<file path="config.mk">
export PLATFORM = sky130hd
export DESIGN_NAME = led7seg_hc595_scan_flat
export DESIGN_NICKNAME = d
export VERILOG_FILES = /design/src/rtl/led7seg_hc595_scan_if.sv /design/src/rtl/led7seg_hc595_scan.sv /design/src/flat_wrapper.sv
export SDC_FILE = /design/constraint.sdc
export NUM_CORES = 1
export LEC_CHECK = 0
export ABC_AREA = 1
export BUFFER_PORTS_ARGS = -buffer_cell sky130_fd_sc_hd__clkbuf_2
export CORE_MARGIN = 4
export CORE_UTILIZATION = 67
export CTS_BUF_LIST = sky130_fd_sc_hd__clkbuf_4
export CTS_CLUSTER_SIZE = 14
export DETAILED_ROUTE_END_ITERATION = 7
export PLACE_DENSITY = 0.92
export RECOVER_POWER = 100
export SYNTH_ARGS = -nofsm -noshare
export SYNTH_HDL_FRONTEND = slang
export SYNTH_SLANG_ARGS = --single-unit
</file>
<file path="constraint.sdc">
create_clock -name clk -period 7.3 [get_ports clk]
set_input_delay 1.46 -clock clk [delete_from_list [all_inputs] [get_ports clk]]
set_output_delay 1.46 -clock clk [all_outputs]
set_load 0.05 [all_outputs]
</file>
<file path="src/rtl/led7seg_hc595_scan_if.sv">
`default_nettype none
// ============================================================================
// Module   : led7seg_hc595_scan_if
// Purpose  : BCD-side inputs and 74HC595 pin outputs of the 4-digit scanner.
// Revision : 1.0 - initial release
// ============================================================================
interface led7seg_hc595_scan_if;
    logic       en;
    logic [3:0] dig_0;
    logic [3:0] dig_1;
    logic [3:0] dig_2;
    logic [3:0] dig_3;
    logic [3:0] dp_en;
    logic       blank_lz;
    logic       ser;
    logic       sclk;
    logic       rclk;
    logic [1:0] scan_idx;
    logic       frame_done;

    modport master (
        output en, dig_0, dig_1, dig_2, dig_3, dp_en, blank_lz,
        input  ser, sclk, rclk, scan_idx, frame_done
    );

    modport slave (
        input  en, dig_0, dig_1, dig_2, dig_3, dp_en, blank_lz,
        output ser, sclk, rclk, scan_idx, frame_done
    );
endinterface
`default_nettype wire

</file>
<file path="src/rtl/led7seg_hc595_scan.sv">
`default_nettype none
// ============================================================================
// Module   : led7seg_hc595_scan
// Purpose  : 4-digit multiplexed 7-segment driver for two cascaded 74HC595s;
//            shifts {segments, 0000, select} MSB first, latches, holds, advances.
// Revision : 1.0 - initial release
// ============================================================================
module led7seg_hc595_scan #(
    parameter int CLK_DIV        = 2,
    parameter int SCAN_HOLD      = 1000,
    parameter bit COMMON_ANODE   = 1'b0,
    parameter bit SEL_ACTIVE_LOW = 1'b0
) (
    input wire                  clk,
    input wire                  rst_n,
    led7seg_hc595_scan_if.slave bus
);
    localparam int c_cnt_max = (SCAN_HOLD > CLK_DIV) ? SCAN_HOLD : CLK_DIV;
    localparam int c_cnt_w   = (c_cnt_max > 1) ? $clog2(c_cnt_max) : 1;
    localparam logic [c_cnt_w-1:0] c_div_last  = c_cnt_w'(CLK_DIV - 1);
    localparam logic [c_cnt_w-1:0] c_hold_last = c_cnt_w'(SCAN_HOLD - 1);
    localparam logic [c_cnt_w-1:0] c_cnt_one   = c_cnt_w'(1);

    typedef enum logic [2:0] {
        IDLE     = 3'd0,
        LOAD     = 3'd1,
        SHIFT_LO = 3'd2,
        SHIFT_HI = 3'd3,
        LATCH    = 3'd4,
        HOLD     = 3'd5
    } state_t;

    state_t               state_q, state_d;
    logic [c_cnt_w-1:0]   cnt_q, cnt_d;
    logic [3:0]           bit_cnt_q, bit_cnt_d;
    logic [15:0]          word_q, word_d;
    logic [1:0]           scan_idx_q, scan_idx_d;
    logic [15:0]          snap_dig_q, snap_dig_d;
    logic [3:0]           snap_dp_q, snap_dp_d;
    logic                 snap_blz_q, snap_blz_d;
    logic                 ser_q, ser_d;
    logic                 sclk_q, sclk_d;
    logic                 rclk_q, rclk_d;
    logic                 frame_done_q, frame_done_d;

    logic [15:0]          w_digits;
    logic [3:0]           w_dp;
    logic                 w_blz;
    logic [3:0]           w_cur;
    logic                 w_z3, w_z2, w_z1;
    logic                 w_blank;
    logic [7:0]           w_seg_byte;
    logic [3:0]           w_sel;
    logic [15:0]          w_word;

    function automatic logic [6:0] seg7(input logic [3:0] d);
        case (d)
            4'd0:    seg7 = 7'h3F;
            4'd1:    seg7 = 7'h06;
            4'd2:    seg7 = 7'h5B;
            4'd3:    seg7 = 7'h4F;
            4'd4:    seg7 = 7'h66;
            4'd5:    seg7 = 7'h6D;
            4'd6:    seg7 = 7'h7D;
            4'd7:    seg7 = 7'h07;
            4'd8:    seg7 = 7'h7F;
            4'd9:    seg7 = 7'h6F;
            default: seg7 = 7'h00;
        endcase
    endfunction

    // Digit 0 reads the live inputs so its word matches the snapshot taken in the same LOAD.
    always_comb begin
        w_digits = snap_dig_q;
        w_dp     = snap_dp_q;
        w_blz    = snap_blz_q;
        if (scan_idx_q == 2'd0) begin
            w_digits = {bus.dig_3, bus.dig_2, bus.dig_1, bus.dig_0};
            w_dp     = bus.dp_en;
            w_blz    = bus.blank_lz;
        end
        w_cur      = w_digits[{scan_idx_q, 2'b00} +: 4];
        w_z3       = (w_digits[15:12] == 4'd0);
        w_z2       = w_z3 && (w_digits[11:8] == 4'd0);
        w_z1       = w_z2 && (w_digits[7:4] == 4'd0);
        w_blank    = w_blz && ({w_z3, w_z2, w_z1, 1'b0} >> scan_idx_q) != 4'd0
                     && (scan_idx_q != 2'd0)
                     && ((scan_idx_q == 2'd3) ? w_z3 : (scan_idx_q == 2'd2) ? w_z2 : w_z1);
        w_seg_byte = {w_dp[scan_idx_q], (w_blank ? 7'h00 : seg7(w_cur))};
        w_sel      = 4'b0001 << scan_idx_q;
        if (COMMON_ANODE) begin
            w_seg_byte = ~w_seg_byte;
        end
        if (SEL_ACTIVE_LOW) begin
            w_sel = ~w_sel;
        end
        w_word = {w_seg_byte, 4'h0, w_sel};
    end

    always_comb begin
        state_d    = state_q;
        cnt_d      = cnt_q;
        bit_cnt_d  = bit_cnt_q;
        word_d     = word_q;
        scan_idx_d = scan_idx_q;
        snap_dig_d = snap_dig_q;
        snap_dp_d  = snap_dp_q;
        snap_blz_d = snap_blz_q;
        unique case (state_q)
            IDLE: begin
                if (bus.en) state_d = LOAD;
            end
            LOAD: begin
                if (scan_idx_q == 2'd0) begin
                    snap_dig_d = {bus.dig_3, bus.dig_2, bus.dig_1, bus.dig_0};
                    snap_dp_d  = bus.dp_en;
                    snap_blz_d = bus.blank_lz;
                end
                word_d    = w_word;
                bit_cnt_d = 4'd15;
                cnt_d     = '0;
                state_d   = SHIFT_LO;
            end
            SHIFT_LO: begin
                if (cnt_q == c_div_last) begin
                    cnt_d   = '0;
                    state_d = SHIFT_HI;
                end else begin
                    cnt_d = cnt_q + c_cnt_one;
                end
            end
            SHIFT_HI: begin
                if (cnt_q == c_div_last) begin
                    cnt_d = '0;
                    if (bit_cnt_q != 4'd0) begin
                        bit_cnt_d = bit_cnt_q - 4'd1;
                        word_d    = {word_q[14:0], 1'b0};
                        state_d   = SHIFT_LO;
                    end else begin
                        state_d = LATCH;
                    end
                end else begin
                    cnt_d = cnt_q + c_cnt_one;
                end
            end
            LATCH: begin
                if (cnt_q == c_div_last) begin
                    cnt_d   = '0;
                    state_d = HOLD;
                end else begin
                    cnt_d = cnt_q + c_cnt_one;
                end
            end
            HOLD: begin
                if (cnt_q == c_hold_last) begin
                    cnt_d      = '0;
                    scan_idx_d = scan_idx_q + 2'd1;
                    state_d    = bus.en ? LOAD : IDLE;
                end else begin
                    cnt_d = cnt_q + c_cnt_one;
                end
            end
            default: state_d = IDLE;
        endcase

        // Pin values are decoded from the next state so they register alongside it.
        ser_d        = ((state_d == SHIFT_LO) || (state_d == SHIFT_HI)) ? word_d[15] : 1'b0;
        sclk_d       = (state_d == SHIFT_HI);
        rclk_d       = (state_d == LATCH);
        frame_done_d = (state_d == HOLD) && (cnt_d == c_hold_last) && (scan_idx_q == 2'd3);
    end

    always_ff @(posedge clk) begin
        if (!rst_n) begin
            state_q      <= IDLE;
            cnt_q        <= '0;
            bit_cnt_q    <= 4'd0;
            word_q       <= 16'h0000;
            scan_idx_q   <= 2'd0;
            snap_dig_q   <= 16'h0000;
            snap_dp_q    <= 4'h0;
            snap_blz_q   <= 1'b0;
            ser_q        <= 1'b0;
            sclk_q       <= 1'b0;
            rclk_q       <= 1'b0;
            frame_done_q <= 1'b0;
        end else begin
            state_q      <= state_d;
            cnt_q        <= cnt_d;
            bit_cnt_q    <= bit_cnt_d;
            word_q       <= word_d;
            scan_idx_q   <= scan_idx_d;
            snap_dig_q   <= snap_dig_d;
            snap_dp_q    <= snap_dp_d;
            snap_blz_q   <= snap_blz_d;
            ser_q        <= ser_d;
            sclk_q       <= sclk_d;
            rclk_q       <= rclk_d;
            frame_done_q <= frame_done_d;
        end
    end

    assign bus.ser        = ser_q;
    assign bus.sclk       = sclk_q;
    assign bus.rclk       = rclk_q;
    assign bus.scan_idx   = scan_idx_q;
    assign bus.frame_done = frame_done_q;
endmodule
`default_nettype wire

</file>
<file path="src/flat_wrapper.sv">
// flat-port wrapper written by rule: the top's interface ports become plain ports
module led7seg_hc595_scan_flat 
#(
    parameter int CLK_DIV        = 2,
    parameter int SCAN_HOLD      = 1000,
    parameter bit COMMON_ANODE   = 1'b0,
    parameter bit SEL_ACTIVE_LOW = 1'b0
)
  (clk, rst_n, bus_en, bus_dig_0, bus_dig_1, bus_dig_2, bus_dig_3, bus_dp_en, bus_blank_lz, bus_ser, bus_sclk, bus_rclk, bus_scan_idx, bus_frame_done);
  led7seg_hc595_scan_if bus_i ();
  input wire clk;
  input wire rst_n;
  input wire logic [$bits(bus_i.en)-1:0] bus_en;
  input wire logic [$bits(bus_i.dig_0)-1:0] bus_dig_0;
  input wire logic [$bits(bus_i.dig_1)-1:0] bus_dig_1;
  input wire logic [$bits(bus_i.dig_2)-1:0] bus_dig_2;
  input wire logic [$bits(bus_i.dig_3)-1:0] bus_dig_3;
  input wire logic [$bits(bus_i.dp_en)-1:0] bus_dp_en;
  input wire logic [$bits(bus_i.blank_lz)-1:0] bus_blank_lz;
  output wire logic [$bits(bus_i.ser)-1:0] bus_ser;
  output wire logic [$bits(bus_i.sclk)-1:0] bus_sclk;
  output wire logic [$bits(bus_i.rclk)-1:0] bus_rclk;
  output wire logic [$bits(bus_i.scan_idx)-1:0] bus_scan_idx;
  output wire logic [$bits(bus_i.frame_done)-1:0] bus_frame_done;
  assign bus_i.en = bus_en;
  assign bus_i.dig_0 = bus_dig_0;
  assign bus_i.dig_1 = bus_dig_1;
  assign bus_i.dig_2 = bus_dig_2;
  assign bus_i.dig_3 = bus_dig_3;
  assign bus_i.dp_en = bus_dp_en;
  assign bus_i.blank_lz = bus_blank_lz;
  assign bus_ser = bus_i.ser;
  assign bus_sclk = bus_i.sclk;
  assign bus_rclk = bus_i.rclk;
  assign bus_scan_idx = bus_i.scan_idx;
  assign bus_frame_done = bus_i.frame_done;
  led7seg_hc595_scan #(.CLK_DIV(CLK_DIV), .SCAN_HOLD(SCAN_HOLD), .COMMON_ANODE(COMMON_ANODE), .SEL_ACTIVE_LOW(SEL_ACTIVE_LOW)) u_core (.clk(clk), .rst_n(rst_n), .bus(bus_i));
endmodule
</file>
==> impl_metrics.json <==
{
  "die_h_um": 79.3,
  "utilization_pct": 75.1,
  "synth_top_area_cell": "dfxtp_1",
  "cp_num_buf_inv": 3,
  "crit_fanout": 33,
  "core_um2": 4820,
  "area_delta_synth_final_pct": 6.21,
  "synth_top_area_share_pct": 35.3,
  "multi_input_area_um2": 1830,
  "fin_crit_ns": 3.76,
  "synth_edf_count": 0,
  "start_util_pct": 70.7,
  "n_antenna_cell": 0,
  "cts_resized": 0,
  "postCtsHoldBufs": 0,
  "min_period_over_period_pct": 51.5,
  "clock-root-buffer": "clkbuf_4",
  "drc": 0,
  "cts_sinks": 60,
  "place_area_um2": 3520,
  "grt_setup_unrepaired": "no",
  "grt_pass1_wl_um": 13000,
  "ff_latch_area_um2": 1200,
  "slew_headroom_pct": 27.7,
  "worst_clock_skew_ns": 0.0204,
  "route.vias.total": 3368,
  "postRouteAntennaNets": 0,
  "tightestPinTransition_ns": 1.08,
  "htreeDepth": 3,
  "synth_fp_nets": 545,
  "setup_viol": 0,
  "vdd_drop_max_uv": 132,
  "slowest_delay_ns": 0.92,
  "max-clock-path-buffers": 2,
  "ys_warn_count": 0,
  "syn_area_per_cell_um2": 6.68,
  "hold_viol": 0,
  "synthArstFlopShare_pct": 0,
  "synth_top_flop_cell": "dfxtp_1",
  "synth_seq_area_share_pct": 35.3,
  "grt_overflow": 0,
  "end_kind": "flip-flop",
  "portBuffers": 29,
  "holdWs_ns": 0.455,
  "place.detailed.hpwl_um": 5500,
  "slew_violations": 0,
  "clock.fmax_mhz": 266,
  "routabilityCongestion": 0.938,
  "clkTransAtPathRegs_ns": 0.12,
  "final_nets": 564,
  "routed_wl_um": 7630,
  "drtPass1Iterations": 6,
  "cts_setup_buffers": 0,
  "grt_util_all_layers_pct": 25.8,
  "critPathMostFrequentCell": "nand2_1",
  "maxCapViolCount": 0,
  "min_path_type": "reg2reg",
  "grt_max_degree": 34,
  "die_area_um2": 6290,
  "cp_data_required_time_ns": 7.64,
  "outcome": "finished, final reports clean",
  "fillCellCount": 427,
  "fin_area_um2": 3620,
  "ys_ff_latch": 60,
  "cts_buffers": 9,
  "synth_cells": 510,
  "synth_area_leaders": "dfxtp_1 35%, nand2_1 13%, a21oi_1 7.1%",
  "ioPinCount": 30,
  "wire_per_inst_um": 12.7,
  "cp_slowest_cell": "ha_1",
  "num_rows": 25,
  "power_density_nw_per_um2": 189,
  "clock_latency_ns": 0.41,
  "grt_pass1_vias": 3021,
  "cts_tree": "built",
  "synth_area_um2": 3400,
  "crit_family": "adder cells",
  "via_per_inst": 5.60,
  "critPathKind": "reg2reg",
  "drtIter0Drc": 384,
  "leakage_nw": 1.64,
  "crit_path_start_kind": "flip-flop",
  "ys_types": 39,
  "drive_gt1_share_pct": 10.3,
  "path_cells": "inv_1, ha_1, inv_1, nand2_1, nand2_1, nand2_1, nand3_1, nand2_1, inv_1, ha_1, nand2_1, nand3_1, nand2_1, nand3_1, a21oi_1",
  "tns_ns": 0,
  "die_w_um": 79.3,
  "crit_arrival_ns": 4.10,
  "antenna_found_initial": 0
}
-- logic make-up (layout without fill, tap and decap cells) --
kind of cell / Yosys count / count (layout) / share of synthesized area (%)
compound gates: 101 / 101 / 16.0
xor+xnor: 7 / 7 / 1.80
fa+ha+maj: 11 / 11 / 4.04
buf+inv: 92 / 116 / 11.1
flops: 60 / 60 / 35.3
simple gates: 236 / 236 / 30.9
mux: 3 / 3 / 0.882
-- flip-flops by register name (all words and copies together), names as in the netlist, 2 cells and up --
signal / cells
u_core.bit_cnt_q: 4
u_core.bus.scan_idx: 2
u_core.cnt_q: 10
u_core.snap_dig_q: 16
u_core.snap_dp_q: 4
u_core.state_q: 3
u_core.word_q: 16
-- layer usage --
metal / wire length [µm] / vias up / global-route usage, %
li1: - / 1688 / -
met2: 3490 / 127 / 41.2
met5: 0 / - / 0
met4: 163 / 0 / 11.5
met3: 563 / 23 / 4.99
met1: 3420 / 1530 / 33.7
-- cell type report --
cell class / count / area share, %
multi-input cells: 358 / 50.5
flip-flops and latches: 60 / 33.2
inverters: 71 / 7.37
repair buffers: 29 / 3.77
well taps: 67 / 2.32
clock buffers: 9 / 1.87
clock inverters: 7 / 0.934
-- cell usage after synthesis (2+ instances only) --
master	number
nand2_1	115
inv_1	64
dfxtp_1	60
nor2_1	50
a21oi_1	48
nand3_1	40
o21ai_0	36
ha_1	11
nand4_1	11
clkbuf_1	9
buf_2	7
inv_2	7
a211oi_1	6
xor2_1	6
nand2_2	5
a22oi_1	3
mux2i_1	3
nor3_1	3
a31oi_1	2
buf_4	2
buf_6	2
nor2_4	2
nor3b_1	2
-- tightest hold or removal path: cells and delay by family (launching register included) --
kind	cells	cell delay (ns)
flip-flops	1	0.32
AO/OA/AOI/OAI	1	0.05
buffers and inverters	1	0.05
-- stage by stage --
stage                     std cells  total power [mW]  worst slack, ns
final                           601             0.684             3.54
after global routing            601             0.719             3.09
after CTS                       601             0.682             3.82
after detailed placement        585             0.502             3.87
after global placement          585             0.497             4.04
after floorplan                 510             0.475             4.46
-- worst paths after layout --
kind                                        from                           endpoint  slack [ns]  cells after the start
max          u_core.bus.scan_idx[0]$_SDFFE_PN0P_     u_core.word_q[14]$_SDFFE_PN0P_        3.54                     15
max reg2reg  u_core.bus.scan_idx[0]$_SDFFE_PN0P_     u_core.word_q[14]$_SDFFE_PN0P_        3.54                     15
min            u_core.snap_dig_q[3]$_SDFFE_PN0P_  u_core.snap_dig_q[3]$_SDFFE_PN0P_        0.45                      2
min reg2reg    u_core.snap_dig_q[3]$_SDFFE_PN0P_  u_core.snap_dig_q[3]$_SDFFE_PN0P_        0.45                      2
-- cell usage in the layout, fill, tap and decap left out, types with 9 or more instances in the layout --
| master | netlist | layout |
|---|---|---|
| a21oi_1 | 48 | 48 |
| clkbuf_2 | 0 | 22 |
| clkbuf_4 | 0 | 9 |
| dfxtp_1 | 60 | 60 |
| ha_1 | 11 | 11 |
| inv_1 | 64 | 65 |
| nand2_1 | 115 | 115 |
| nand3_1 | 40 | 40 |
| nand4_1 | 11 | 11 |
| nor2_1 | 50 | 50 |
| o21ai_0 | 36 | 37 |
-- report_power, final --
| group | switching (mW) | leakage (nW) | internal (mW) |
|---|---|---|---|
| registers | 0.0136 | 0.489 | 0.352 |
| logic | 0.0884 | 1.09 | 0.0430 |
| clock network | 0.123 | 0.0580 | 0.0647 |
| total | 0.225 | 1.64 | 0.460 |
Power figures use the tool's default switching activity.
